**config.mk**
```make
export PLATFORM = sky130hd
export DESIGN_NAME = pipe_reg_chain_flat
export DESIGN_NICKNAME = d
export VERILOG_FILES = /design/src/rtl/pipe_reg_chain_if.sv /design/src/rtl/pipe_reg_chain.sv /design/src/flat_wrapper.sv
export SDC_FILE = /design/constraint.sdc
export NUM_CORES = 1
export LEC_CHECK = 0
export CAP_MARGIN = 15
export CORE_UTILIZATION = 40
export CTS_BUF_LIST = sky130_fd_sc_hd__clkbuf_4 sky130_fd_sc_hd__clkbuf_8
export CTS_CLUSTER_DIAMETER = 60
export DETAILED_ROUTE_END_ITERATION = 16
export SYNTH_ARGS = -nofsm -noshare
export SYNTH_HDL_FRONTEND = slang
export SYNTH_SLANG_ARGS = --single-unit
```
**constraint.sdc**
```tcl
create_clock -name clk -period 6.4 [get_ports clk]
set_input_delay 0.96 -clock clk [delete_from_list [all_inputs] [get_ports clk]]
set_output_delay 0.96 -clock clk [all_outputs]
set_load 0.01 [all_outputs]
```
**src/rtl/pipe_reg_chain_if.sv**
```systemverilog
// Valid/ready bundle for both ends of pipe_reg_chain: upstream (in_*) and downstream (out_*).
// The slave modport is the pipeline's view; master is the surrounding logic's view.
interface pipe_reg_chain_if #(
  parameter int WIDTH = 64
);
  logic             in_valid;
  logic             in_ready;
  logic [WIDTH-1:0] in_data;
  logic             out_valid;
  logic             out_ready;
  logic [WIDTH-1:0] out_data;

  modport slave (
    input  in_valid, in_data, out_ready,
    output in_ready, out_valid, out_data
  );

  modport master (
    output in_valid, in_data, out_ready,
    input  in_ready, out_valid, out_data
  );
endinterface

```
**src/rtl/pipe_reg_chain.sv**
```systemverilog
// Elastic pipeline of DEPTH valid/ready register stages with per-stage stall,
// bubble collapse, synchronous flush and a registered occupancy count.
module pipe_reg_chain #(
  parameter  int WIDTH = 64,
  parameter  int DEPTH = 4,
  localparam int CW    = $clog2(DEPTH + 1)
) (
  input  logic                clk,
  input  logic                reset,
  input  logic                flush,
  pipe_reg_chain_if.slave     bus,
  output logic [CW-1:0]       occupancy
);

  logic [DEPTH-1:0] v_q;
  logic [DEPTH-1:0] v_d;
  logic [WIDTH-1:0] d_q [DEPTH];
  logic [WIDTH-1:0] d_d [DEPTH];
  logic [CW-1:0]    occ_q;
  logic [CW-1:0]    occ_d;
  logic [DEPTH-1:0] rdy;

  // A stage can move when any stage from it to the output is empty, or the
  // consumer is taking the head; this is the unrolled form of the ready chain.
  for (genvar gi = 0; gi < DEPTH; gi++) begin : g_rdy
    assign rdy[gi] = bus.out_ready | ~(&v_q[DEPTH-1:gi]);
  end

  always_comb begin
    v_d   = v_q;
    occ_d = '0;
    for (int i = 0; i < DEPTH; i++) begin
      d_d[i] = d_q[i];
    end
    for (int i = 0; i < DEPTH; i++) begin
      if (flush) begin
        v_d[i] = 1'b0;
      end else if (rdy[i]) begin
        if (i == 0) begin
          v_d[i] = bus.in_valid;
          if (bus.in_valid) d_d[i] = bus.in_data;
        end else begin
          v_d[i] = v_q[i-1];
          // Bubbles advance only their valid bit; payload keeps the last real entry.
          if (v_q[i-1]) d_d[i] = d_q[i-1];
        end
      end
    end
    for (int i = 0; i < DEPTH; i++) begin
      occ_d = occ_d + CW'(v_d[i]);
    end
  end

  always_ff @(posedge clk) begin
    if (reset) begin
      v_q   <= '0;
      occ_q <= '0;
      for (int i = 0; i < DEPTH; i++) begin
        d_q[i] <= '0;
      end
    end else begin
      v_q   <= v_d;
      occ_q <= occ_d;
      for (int i = 0; i < DEPTH; i++) begin
        d_q[i] <= d_d[i];
      end
    end
  end

  assign bus.in_ready  = rdy[0] & ~flush;
  assign bus.out_valid = v_q[DEPTH-1] & ~flush;
  assign bus.out_data  = d_q[DEPTH-1];
  assign occupancy     = occ_q;

endmodule

```
**src/flat_wrapper.sv**
```systemverilog
// flat-port wrapper written by rule: the top's interface ports become plain ports
module pipe_reg_chain_flat 
#(
  parameter  int WIDTH = 64,
  parameter  int DEPTH = 4,
  localparam int CW    = $clog2(DEPTH + 1)
)
  (clk, reset, flush, occupancy, bus_in_valid, bus_in_data, bus_out_ready, bus_in_ready, bus_out_valid, bus_out_data);
  pipe_reg_chain_if #(.WIDTH(WIDTH)) bus_i ();
  input  logic clk;
  input  logic reset;
  input  logic flush;
  output logic [CW-1:0] occupancy;
  input wire logic [$bits(bus_i.in_valid)-1:0] bus_in_valid;
  input wire logic [$bits(bus_i.in_data)-1:0] bus_in_data;
  input wire logic [$bits(bus_i.out_ready)-1:0] bus_out_ready;
  output wire logic [$bits(bus_i.in_ready)-1:0] bus_in_ready;
  output wire logic [$bits(bus_i.out_valid)-1:0] bus_out_valid;
  output wire logic [$bits(bus_i.out_data)-1:0] bus_out_data;
  assign bus_i.in_valid = bus_in_valid;
  assign bus_i.in_data = bus_in_data;
  assign bus_i.out_ready = bus_out_ready;
  assign bus_in_ready = bus_i.in_ready;
  assign bus_out_valid = bus_i.out_valid;
  assign bus_out_data = bus_i.out_data;
  pipe_reg_chain #(.WIDTH(WIDTH), .DEPTH(DEPTH)) u_core (.clk(clk), .reset(reset), .flush(flush), .bus(bus_i), .occupancy(occupancy));
endmodule
```
==> results.yml <==
clocking:
  cts_post_setup_buffers_inserted: 0
  tritoncts: "yes"
  cts.htree.levels: 2
  postCtsResizedCells: 0
  cts-buffers-inserted: 43
  cts_max_path_buffers: 3
  post_cts_hold_buffer_count: 0
  tritoncts_num_sinks: 263
  ctsRootBufferMaster: "sky130_fd_sc_hd__clkbuf_8"
  clk-insertion-delay-late_ns: 0.53
  clk_transition_reported_paths_ns: 0.06
placement:
  gpl.final_weighted_congestion: 0.7378
  place_worst_setup_slack_ns: 2.334
  dp_hpwl_um: 14200
  place.port_buffers: 137
logic_synthesis:
  netlist-cell-type-count: 23
  synth_commonest_cells: "263 x sky130_fd_sc_hd__dfxtp_1, 194 x sky130_fd_sc_hd__a21oi_1, 192 x sky130_fd_sc_hd__nand3_1, 192 x sky130_fd_sc_hd__o21ai_0, 131 x sky130_fd_sc_hd__nand2b_1"
  asyncSetResetFlopFracSynth: 0
  synth_largest_type_area_fraction: 0.5047
  syn-mean-instance-area_um2: 8.745
  post_synth_inst_count: 1193
  synth-warning-count: 0
  synth.largest_area_cell: "sky130_fd_sc_hd__dfxtp_1"
  synth.net_count: 1265
  yosys.cell_count.top_type: "sky130_fd_sc_hd__dfxtp_1"
  netlist_top_cells_area: "sky130_fd_sc_hd__dfxtp_1 50%, sky130_fd_sc_hd__a21oi_1 9.3%, sky130_fd_sc_hd__nand3_1 9.2%, sky130_fd_sc_hd__o21ai_0 9.2%, sky130_fd_sc_hd__nand2b_1 7.9%"
  synth_seq_cells: 263
  synth-main-ff-cell: "sky130_fd_sc_hd__dfxtp_1"
  synth-edff-count: 0
  syn_area_um2: 10430
  synth-seq-area-share: 0.5047
setup_path:
  crit_path_max_fanout: 68
  worst_path_most_repeated_cell: "sky130_fd_sc_hd__clkdlybuf4s50_1"
  endpoint_kind: "primary output"
  worst-r2r-cell-count: 7
  timing.critical_path.required_ns: 5.44
  critPathLaunchType: "input port"
  worst_path_max_delay_cell: "sky130_fd_sc_hd__and4b_4"
  cpPeakStageDelay_ns: 0.95
  timing_worst_setup_path_type: "in -> out"
  timing.reg2reg.setup_slack_ns: 3.59
  cp_cell_sequence: "clkdlybuf4s50_1, and4b_4, a21oi_1, clkdlybuf4s50_1"
  critical_path_arrival_ns: 3.08
power:
  fin_total_pwr_uw: 3306
  power.combinational.fraction: 0.048
  irDropWorstVdd_uv: 138.0
  share_of_power_burned_in_the_clock_network: 0.445
  p_leak_uw: 0.004136
  power.switching_fraction: 0.2178
  p_switching_uw: 719.9
  powerDensity_nw_per_um2: 260.7
  power.internal_uw: 2586
  seqPwrFrac: 0.507
floorplan:
  dieWidth_um: 163.5
  starting_density: 0.4107
  io_pins: 138
  design.core.area_um2: 25400
  core.rowCount: 58
  floorplan.die.height_um: 163.5
  die_area_um2: 26730
worst_hold_path:
  worst_hold_path_type: "reg -> reg"
  timing.hold.worst_path_depth: 2
detailed_routing:
  route.vias.total: 8631
  routed_wire_length_per_instance_um: 16.44
  viasPerCell: 5.338
  first_iter_violations: 656
  drc: 0
  route.final.wire_length_um: 26590
  detail_route.first_pass.iterations: 5
  postRouteAntennaNets: 0
sta:
  setup-violations-final: 0
  worst_slew_pin_slew_ns: 1.176
  timing.slew.headroom: 0.2158
  postLayoutSetupSlackWorst_ns: 2.357
  final-hold-violation-count: 0
  fin_crit_sh: 0.6318
  totalNegativeSetupSlack_ns: 0
  max_freq_mhz: 247.3
  grt_setup_unrepaired: "no"
  min_period_ns: 4.043
  whs_ns: 0.4530
  worst_clock_skew_ns: 0.01064
  finalMaxSlewViolations: 0
grt:
  grt_first_pass_wirelength_um: 43730
  grt_antenna_before_repair: 0
  first_global_vias: 8423
  global_route_usage_over_all_layers: 0.2019
  globalRouteOverflowTotal: 0
  grt_max_degree: 198
finish:
  flow.area_growth_from_synthesis_pct: 21.54
  antenna_cells: 0
  drive_above_1_share: 0.07537
  final_core_utilization: 0.4992
  design.final.nets: 1333
status:
  run_status: "finished, final reports clean"
flow_run:
  max_cap_viol_count: 0
area by class of cell:
cell class	instances	area, um2
Multi-Input combinational cell	802	4603
Clock buffer	69	862.1
Clock inverter	2	10.01
Timing Repair Buffer	151	1526
Fill cell	2525	12720
Tap cell	330	412.9
Sequential cell	263	5265
stage by stage:
| step | cells | cell area (um2) |
|---|---|---|
| 3_3_place_gp | 1543 | 11740 |
| 3_5_place_dp | 1544 | 11760 |
| 2_1_floorplan | 1193 | 10430 |
| 5_1_grt | 1617 | 12680 |
| 6_report | 1617 | 12680 |
| 4_1_cts | 1615 | 12630 |
kinds of logic after synthesis:
| group | after synthesis | synth area share |
|---|---|---|
| flops | 263 | 0.5047 |
| mux | 64 | 0.06141 |
| buf+inv | 128 | 0.05853 |
| simple gates | 348 | 0.1851 |
| fa+ha+maj | 3 | 0.004317 |
| compound gates | 387 | 0.1860 |
critical path: cells and delay by family:
kind / cells / cell delay (ns)
AO/OA/AOI/OAI: 1 / 0.15
buffers and inverters: 2 / 1.02
AND/OR/NAND/NOR: 1 / 0.95
routing by layer:
metal / vias up / global-route usage / wire length, um
li1: 4295 / - / -
met1: 4100 / 0.2611 / 12210
met2: 194 / 0.3436 / 12670
met3: 42 / 0.03327 / 1233
met4: 0 / 0.05934 / 477
met5: - / 0 / 0
state kept, by name, indices dropped and copies added, names as in the netlist:
name              cells
u_core.d_q          256
u_core.v_q            4
u_core.occupancy      3
placed cells by master (no fill, tap or decap), drive strengths merged:
cell           instances
a21oi                195
or2b                   2
mux2i                 64
and4b                  1
nor2b                  8
clkbuf                69
dfxtp                263
o21ai                192
ha                     2
buf                   15
nor2                   7
nand3b                 1
nand4b                 1
nand3                192
nor3                   4
fa                     1
clkinv                 2
and3b                  1
nand2b               131
clkdlybuf4s50        136
power by group through the flow:
stage | logic (uW) | clock network [uW] | registers [uW]
after detailed placement | 159 | 0 | 1710
final | 159 | 1470 | 1670
after CTS | 160 | 1510 | 1670
after global placement | 158 | 0 | 1710
after global routing | 172 | 1600 | 1680
after floorplan | 97.9 | 0 | 1710
path summary, 6_finish.rpt:
check	startpoint	endpoint
worst min register to register	u_core.d_q[1][1]	u_core.d_q[2][1]
worst max-delay path	bus_out_ready	bus_in_ready
worst max register to register	u_core.v_q[2]	u_core.occupancy[1]
worst min-delay path	u_core.d_q[1][1]	u_core.d_q[2][1]
Power figures use the tool's default switching activity.
